--- config.mk ---
export PLATFORM = sky130hd
export DESIGN_NAME = snake_matrix
export DESIGN_NICKNAME = d
export VERILOG_FILES = /design/src/rtl/snake_matrix.sv
export SDC_FILE = /design/constraint.sdc
export NUM_CORES = 1
export LEC_CHECK = 0
export CORE_ASPECT_RATIO = 0.7
export CORE_UTILIZATION = 55
export DETAILED_ROUTE_END_ITERATION = 12
export PLACE_DENSITY = 0.75
export SLEW_MARGIN = 30
export SYNTH_ARGS = -nofsm -noshare
export SYNTH_HDL_FRONTEND = slang
export SYNTH_SLANG_ARGS = --single-unit
--- constraint.sdc ---
create_clock -name clock -period 5.3 [get_ports clock]
set_input_delay 0.53 -clock clock [delete_from_list [all_inputs] [get_ports clock]]
set_output_delay 0.53 -clock clock [all_outputs]
set_load 0.02 [all_outputs]
--- src/rtl/snake_matrix.sv ---
// Snake game engine for an LED dot matrix: shift-register body, tick-driven steps,
// turn/grow/pause handling, self-collision detection and a registered row-scanned display.
module snake_matrix #(
  parameter int unsigned ROWS     = 8,
  parameter int unsigned COLS     = 8,
  parameter int unsigned LEN_INIT = 3,
  parameter int unsigned MAX_LEN  = 16,
  parameter int unsigned TICK_DIV = 50000000,
  parameter int unsigned SCAN_DIV = 50000
) (
  input  logic                    clock,
  input  logic                    reset,
  input  logic                    turn_left,
  input  logic                    turn_right,
  input  logic                    grow,
  input  logic                    pause,
  input  logic                    restart,
  output logic [ROWS-1:0]         display_row,
  output logic [COLS-1:0]         display_col,
  output logic [$clog2(COLS)-1:0] head_x,
  output logic [$clog2(ROWS)-1:0] head_y,
  output logic [5:0]              length,
  output logic                    dead
);

  localparam int unsigned XW = $clog2(COLS);
  localparam int unsigned YW = $clog2(ROWS);
  localparam int unsigned TW = $clog2(TICK_DIV);
  localparam int unsigned SW = (SCAN_DIV > 1) ? $clog2(SCAN_DIV) : 1;

  typedef enum logic [1:0] {RUN, PAUSE, DEAD} state_t;

  state_t          state, state_next;
  logic [XW-1:0]   seg_x [MAX_LEN];
  logic [YW-1:0]   seg_y [MAX_LEN];
  logic [5:0]      len;
  logic [1:0]      dir;
  logic [TW-1:0]   tick_cnt;
  logic [SW-1:0]   scan_cnt;
  logic [YW-1:0]   scan_row;
  logic            turn_pend, turn_rpend, grow_pend, blink_off;

  logic            tick_en, tick, step, turn_now, turn_r, grow_ok, collide;
  logic [1:0]      dir_eff;
  logic [XW-1:0]   nx;
  logic [YW-1:0]   ny;
  logic [5:0]      chk_lim;
  logic [COLS-1:0] pix;

  function automatic logic [XW-1:0] init_x(input int unsigned i);
    return (i < LEN_INIT) ? XW'(LEN_INIT - 1 - i) : '0;
  endfunction

  always_comb begin
    state_next = state;
    // The counter keeps running in DEAD so the blink phase has a time base.
    tick_en  = (state == DEAD) || !pause;
    tick     = tick_en && (tick_cnt == TW'(TICK_DIV - 1));
    step     = tick && (state != DEAD) && !restart;
    turn_now = turn_left ^ turn_right;
    turn_r   = turn_now ? turn_right : turn_rpend;
    dir_eff  = dir;
    if (turn_now || turn_pend)
      dir_eff = turn_r ? dir + 2'd1 : dir - 2'd1;
    grow_ok = (grow || grow_pend) && (len < 6'(MAX_LEN));
    nx = seg_x[0];
    ny = seg_y[0];
    case (dir_eff)
      2'd0: nx = (seg_x[0] == XW'(COLS - 1)) ? '0 : seg_x[0] + XW'(1);
      2'd1: ny = (seg_y[0] == YW'(ROWS - 1)) ? '0 : seg_y[0] + YW'(1);
      2'd2: nx = (seg_x[0] == '0) ? XW'(COLS - 1) : seg_x[0] - XW'(1);
      default: ny = (seg_y[0] == '0) ? YW'(ROWS - 1) : seg_y[0] - YW'(1);
    endcase
    // The tail only counts as an obstacle when it will not vacate this step.
    chk_lim = grow_ok ? len : len - 6'd1;
    collide = 1'b0;
    for (int unsigned i = 1; i < MAX_LEN; i++)
      if ((6'(i) < chk_lim) && (seg_x[i] == nx) && (seg_y[i] == ny))
        collide = 1'b1;
    if (restart)
      state_next = RUN;
    else begin
      case (state)
        RUN, PAUSE: begin
          if (step && collide) state_next = DEAD;
          else if (pause)      state_next = PAUSE;
          else                 state_next = RUN;
        end
        default: state_next = DEAD;
      endcase
    end
  end

  always_comb begin
    pix = '0;
    for (int unsigned i = 0; i < MAX_LEN; i++)
      if ((6'(i) < len) && (seg_y[i] == scan_row))
        for (int unsigned x = 0; x < COLS; x++)
          if (seg_x[i] == XW'(x)) pix[x] = 1'b1;
  end

  always_ff @(posedge clock or posedge reset) begin
    if (reset) begin
      for (int unsigned i = 0; i < MAX_LEN; i++) begin
        seg_x[i] <= init_x(i);
        seg_y[i] <= '0;
      end
      len <= 6'(LEN_INIT);
      dir <= '0;
    end else if (restart) begin
      for (int unsigned i = 0; i < MAX_LEN; i++) begin
        seg_x[i] <= init_x(i);
        seg_y[i] <= '0;
      end
      len <= 6'(LEN_INIT);
      dir <= '0;
    end else if (step && !collide) begin
      seg_x[0] <= nx;
      seg_y[0] <= ny;
      for (int unsigned i = 1; i < MAX_LEN; i++) begin
        seg_x[i] <= seg_x[i-1];
        seg_y[i] <= seg_y[i-1];
      end
      dir <= dir_eff;
      if (grow_ok) len <= len + 6'd1;
    end
  end

  always_ff @(posedge clock or posedge reset) begin
    if (reset) begin
      state      <= RUN;
      tick_cnt   <= '0;
      turn_pend  <= 1'b0;
      turn_rpend <= 1'b0;
      grow_pend  <= 1'b0;
      blink_off  <= 1'b0;
    end else if (restart) begin
      state      <= RUN;
      tick_cnt   <= '0;
      turn_pend  <= 1'b0;
      turn_rpend <= 1'b0;
      grow_pend  <= 1'b0;
      blink_off  <= 1'b0;
    end else begin
      state <= state_next;
      if (tick_en) tick_cnt <= tick ? '0 : tick_cnt + TW'(1);
      if (step) begin
        turn_pend <= 1'b0;
        grow_pend <= 1'b0;
      end else begin
        if (turn_now) begin
          turn_pend  <= 1'b1;
          turn_rpend <= turn_right;
        end
        if (grow) grow_pend <= 1'b1;
      end
      if (state_next != DEAD)         blink_off <= 1'b0;
      else if ((state == DEAD) && tick) blink_off <= ~blink_off;
    end
  end

  always_ff @(posedge clock or posedge reset) begin
    if (reset) begin
      scan_cnt    <= '0;
      scan_row    <= '0;
      display_row <= ROWS'(1);
      display_col <= '0;
    end else if (restart) begin
      scan_cnt    <= '0;
      scan_row    <= '0;
      display_row <= ROWS'(1);
      display_col <= '0;
    end else begin
      if (scan_cnt == SW'(SCAN_DIV - 1)) begin
        scan_cnt <= '0;
        scan_row <= (scan_row == YW'(ROWS - 1)) ? '0 : scan_row + YW'(1);
      end else begin
        scan_cnt <= scan_cnt + SW'(1);
      end
      display_row <= ROWS'(1) << scan_row;
      display_col <= ((state == DEAD) && blink_off) ? '0 : pix;
    end
  end

  assign head_x = seg_x[0];
  assign head_y = seg_y[0];
  assign length = len;
  assign dead   = (state == DEAD);

endmodule

==> results.sh <==
export IMPL_placed_area_mm2=0.0123
export IMPL_ys_seq_area_share_pct=36.2
export IMPL_postLayoutCellArea_mm2=0.0130
export IMPL_wl_per_cell_um=22.7
export IMPL_yosys_warnings=0
export IMPL_netlist_instances=1447
export IMPL_rows=44
export IMPL_startpoint_type="flop"
export IMPL_setup_violations=0
export IMPL_start_util_pct=56.6
export IMPL_cts_max_level=4
export IMPL_drive_above_1_share_pct=6.62
export IMPL_fill_cells=1873
export IMPL_period_needed_ps=4790
export IMPL_grt_pass1_wl_um=59500
export IMPL_path_class="reg -> reg"
export IMPL_slew_viol_final=0
export IMPL_p_leak_nw=5.42
export IMPL_end_kind="flop"
export IMPL_ys_top_cells_by_area="dfrtp_1 (35%), nand2_1 (8.1%), xor2_1 (6.6%), xnor2_1 (5.8%), nor2_1 (3.5%)"
export IMPL_drt_iter0_drc=1524
export IMPL_status="finished clean"
export IMPL_antenna_found_initial=0
export IMPL_final_antenna_net_count=0
export IMPL_worstPathCellList="inv_1 -> ha_1 -> nor3_1 -> a21oi_1 -> mux2i_1 -> nand2_1 -> o211ai_1 -> or4_1 -> nand4_1 -> nor4_4 -> buf_12 -> mux2i_1 -> nand2_1"
export IMPL_synth_edf_count=0
export IMPL_finalHoldViolCount=0
export IMPL_tns_ps=0
export IMPL_ys_ff_latch=171
export IMPL_synth_most_common_cell="nand2_1"
export IMPL_cts_root_buf="clkbuf_16"
export IMPL_powerDensity_mw_per_mm2=231
export IMPL_cts_tree="yes"
export IMPL_hold_class="in -> reg"
export IMPL_fin_skew_ps=10.6
export IMPL_fin_crit_sh_pct=90.5
export IMPL_drc_errors=0
export IMPL_crit_fanout=38
export IMPL_synth_flop_cell="dfrtp_1"
export IMPL_syn_avg_cell_area_um2=8.18
export IMPL_cts_made_buffers=17
export IMPL_grt_start_max_net_pins=94
export IMPL_worstPathRequired_ps=5640
export IMPL_area_growth_pct=9.63
export IMPL_ir_drop_v=0.000271
export IMPL_drv_cap=0
export IMPL_ios=36
export IMPL_ys_top_cells_by_count="nand2_1 (256), dfrtp_1 (166), nor2_1 (110), xor2_1 (89), xnor2_1 (79)"
export IMPL_drtPass1Iterations=6
export IMPL_clockBufferDepth=2
export IMPL_portBuffers=35
export IMPL_synth_top_area_cell="dfrtp_1"
export IMPL_layout_nets=1452
export IMPL_max_stage_delay_ps=810
export IMPL_cp_slowest_cell="dfstp_2"
export IMPL_async_flop_share_pct=100
export IMPL_dp_hpwl_um=28100
export IMPL_clk_insertion_delay_late_ps=450
export IMPL_clock_fmax_ghz=0.209
export IMPL_arrival_ps=5140
export IMPL_wl_um=38800
export IMPL_grt_pass1_vias=9886
export IMPL_synth_top_cell_area_share_pct=35.1
export IMPL_slew_headroom_pct=29.8
export IMPL_die_area_mm2=0.0221
export IMPL_synthDistinctLibCells=76
export IMPL_core_area_mm2=0.0209
export IMPL_synth_nets=1477
export IMPL_gr_usage_all_layers_pct=35.8
export IMPL_ctsHoldBuffers=0
export IMPL_via_per_inst=6.39
export IMPL_tightest_slew_ps=1030
export IMPL_rsz0062_at_grt="false"
export IMPL_clkTransAtPathRegs_ps=70
export IMPL_diodes=0
export IMPL_vias=10900
export IMPL_synth_area_mm2=0.0118
export IMPL_numClockSinks=171
export IMPL_ctsResizeCount=0
export IMPL_routabilityCongestion=1.02
export IMPL_post_cts_setup_buffer_count=0
export IMPL_fp_dieH_um=125
export IMPL_overflow=0
export IMPL_chipWidth_um=177
==> flip-flops by register name, summed over array words and instances, names as in the netlist, 2 cells and up <==
signal,count
seg_x,45
dir,2
display_col,8
state,2
scan_row,3
seg_y,45
head_x,3
scan_cnt,16
length,6
tick_cnt,26
display_row,8
head_y,3
==> logic make-up (layout without fill, tap and decap cells) <==
group	after synthesis	in the layout	synth area share, %
buffers and inverters	151	139	5.69
AOI/OAI and AO/OA	292	292	15.9
adders and majority gates	24	24	2.51
DFF	171	171	36.2
and+or+nand+nor	613	613	24.7
muxes	26	26	2.39
xor gates and xnor gates	170	170	12.7
==> critical path: cells and delay by family (launching register included) <==
kind / cells / cell delay [ps]
compound gates: 2 / 250
fa+ha+maj: 1 / 290
flops: 1 / 810
buf+inv: 2 / 540
simple gates: 6 / 1950
mux: 2 / 820
==> routing by layer <==
metal	part of all wire [%]	global-route usage [%]	up-vias
li1	-	-	4973
met1	46	55.4	5263
met2	39	45.5	648
met3	14	14.2	44
met4	1.4	8.09	0
met5	0	0	-
==> worst paths after layout <==
kind	from	to	slack, ps	cells after the start
min in group asynchronous	reset	seg_y[26]	580	2
max reg2reg	head_x[1]	seg_x[42]	510	13
max in group asynchronous	reset	display_row[0]	3750	3
max	head_x[1]	seg_x[42]	510	13
min	restart	state[0]	400	4
min reg2reg	scan_cnt[0]	scan_cnt[0]	470	1
==> power breakdown <==
group / switching [mW] / leakage (nW) / internal [mW] / total [mW]
clock: 0.571 / 0.313 / 0.836 / 1.41
sequential: 0.00520 / 2.36 / 1.31 / 1.32
combinational: 0.184 / 2.75 / 0.0928 / 0.276
total: 0.760 / 5.42 / 2.24 / 3.00
==> stage by stage <==
stage	hold WS [ps]	setup WS, ps	cells	power, mW	utilization (%)
after global routing	424	360	1711	3.07	62.1
after CTS	373	691	1711	3.01	62.0
after global placement	446	400	1679	1.61	58.9
after detailed placement	471	328	1679	1.61	58.9
after floorplan	425	146	1447	1.53	-
final	398	505	1711	3.00	62.1
==> area by class of cell <==
| type | count | area (um^2) | share of cell area (%) |
|---|---|---|---|
| clock inverter | 11 | 181 | 1.40 |
| sequential | 171 | 4290 | 33.0 |
| tap | 276 | 345 | 2.66 |
| timing repair buffer | 63 | 634 | 4.89 |
| multi-input combinational | 1125 | 6900 | 53.1 |
| clock buffer | 21 | 470 | 3.62 |
| inverter | 44 | 170 | 1.31 |
==> cells in the final DEF (no fill, tap or decap), types with 8 or more instances in the layout <==
cell and count:
a31oi_1 17, a2111oi_0 8, nor2_1 110, nand4_1 24, a21oi_1 42, o211ai_1 8, o21ai_1 52, or3_1 8
or4_1 8, nor2b_1 14, dfrtp_1 166, mux2i_1 17, ha_1 23, o32ai_1 9, and3_1 19, inv_1 42
nor3b_1 18, xor2_1 89, nor4_1 22, nand2b_1 14, nor3_1 35, o22ai_1 8, o21ai_0 66, and2_1 15
nand2_1 256, clkdlybuf4s50_1 34, buf_4 21, clkbuf_16 17, xnor2_1 79, nand3b_1 9, o31ai_1 20, nand3_1 39
Note: power is estimated with default switching activity, not from simulation.
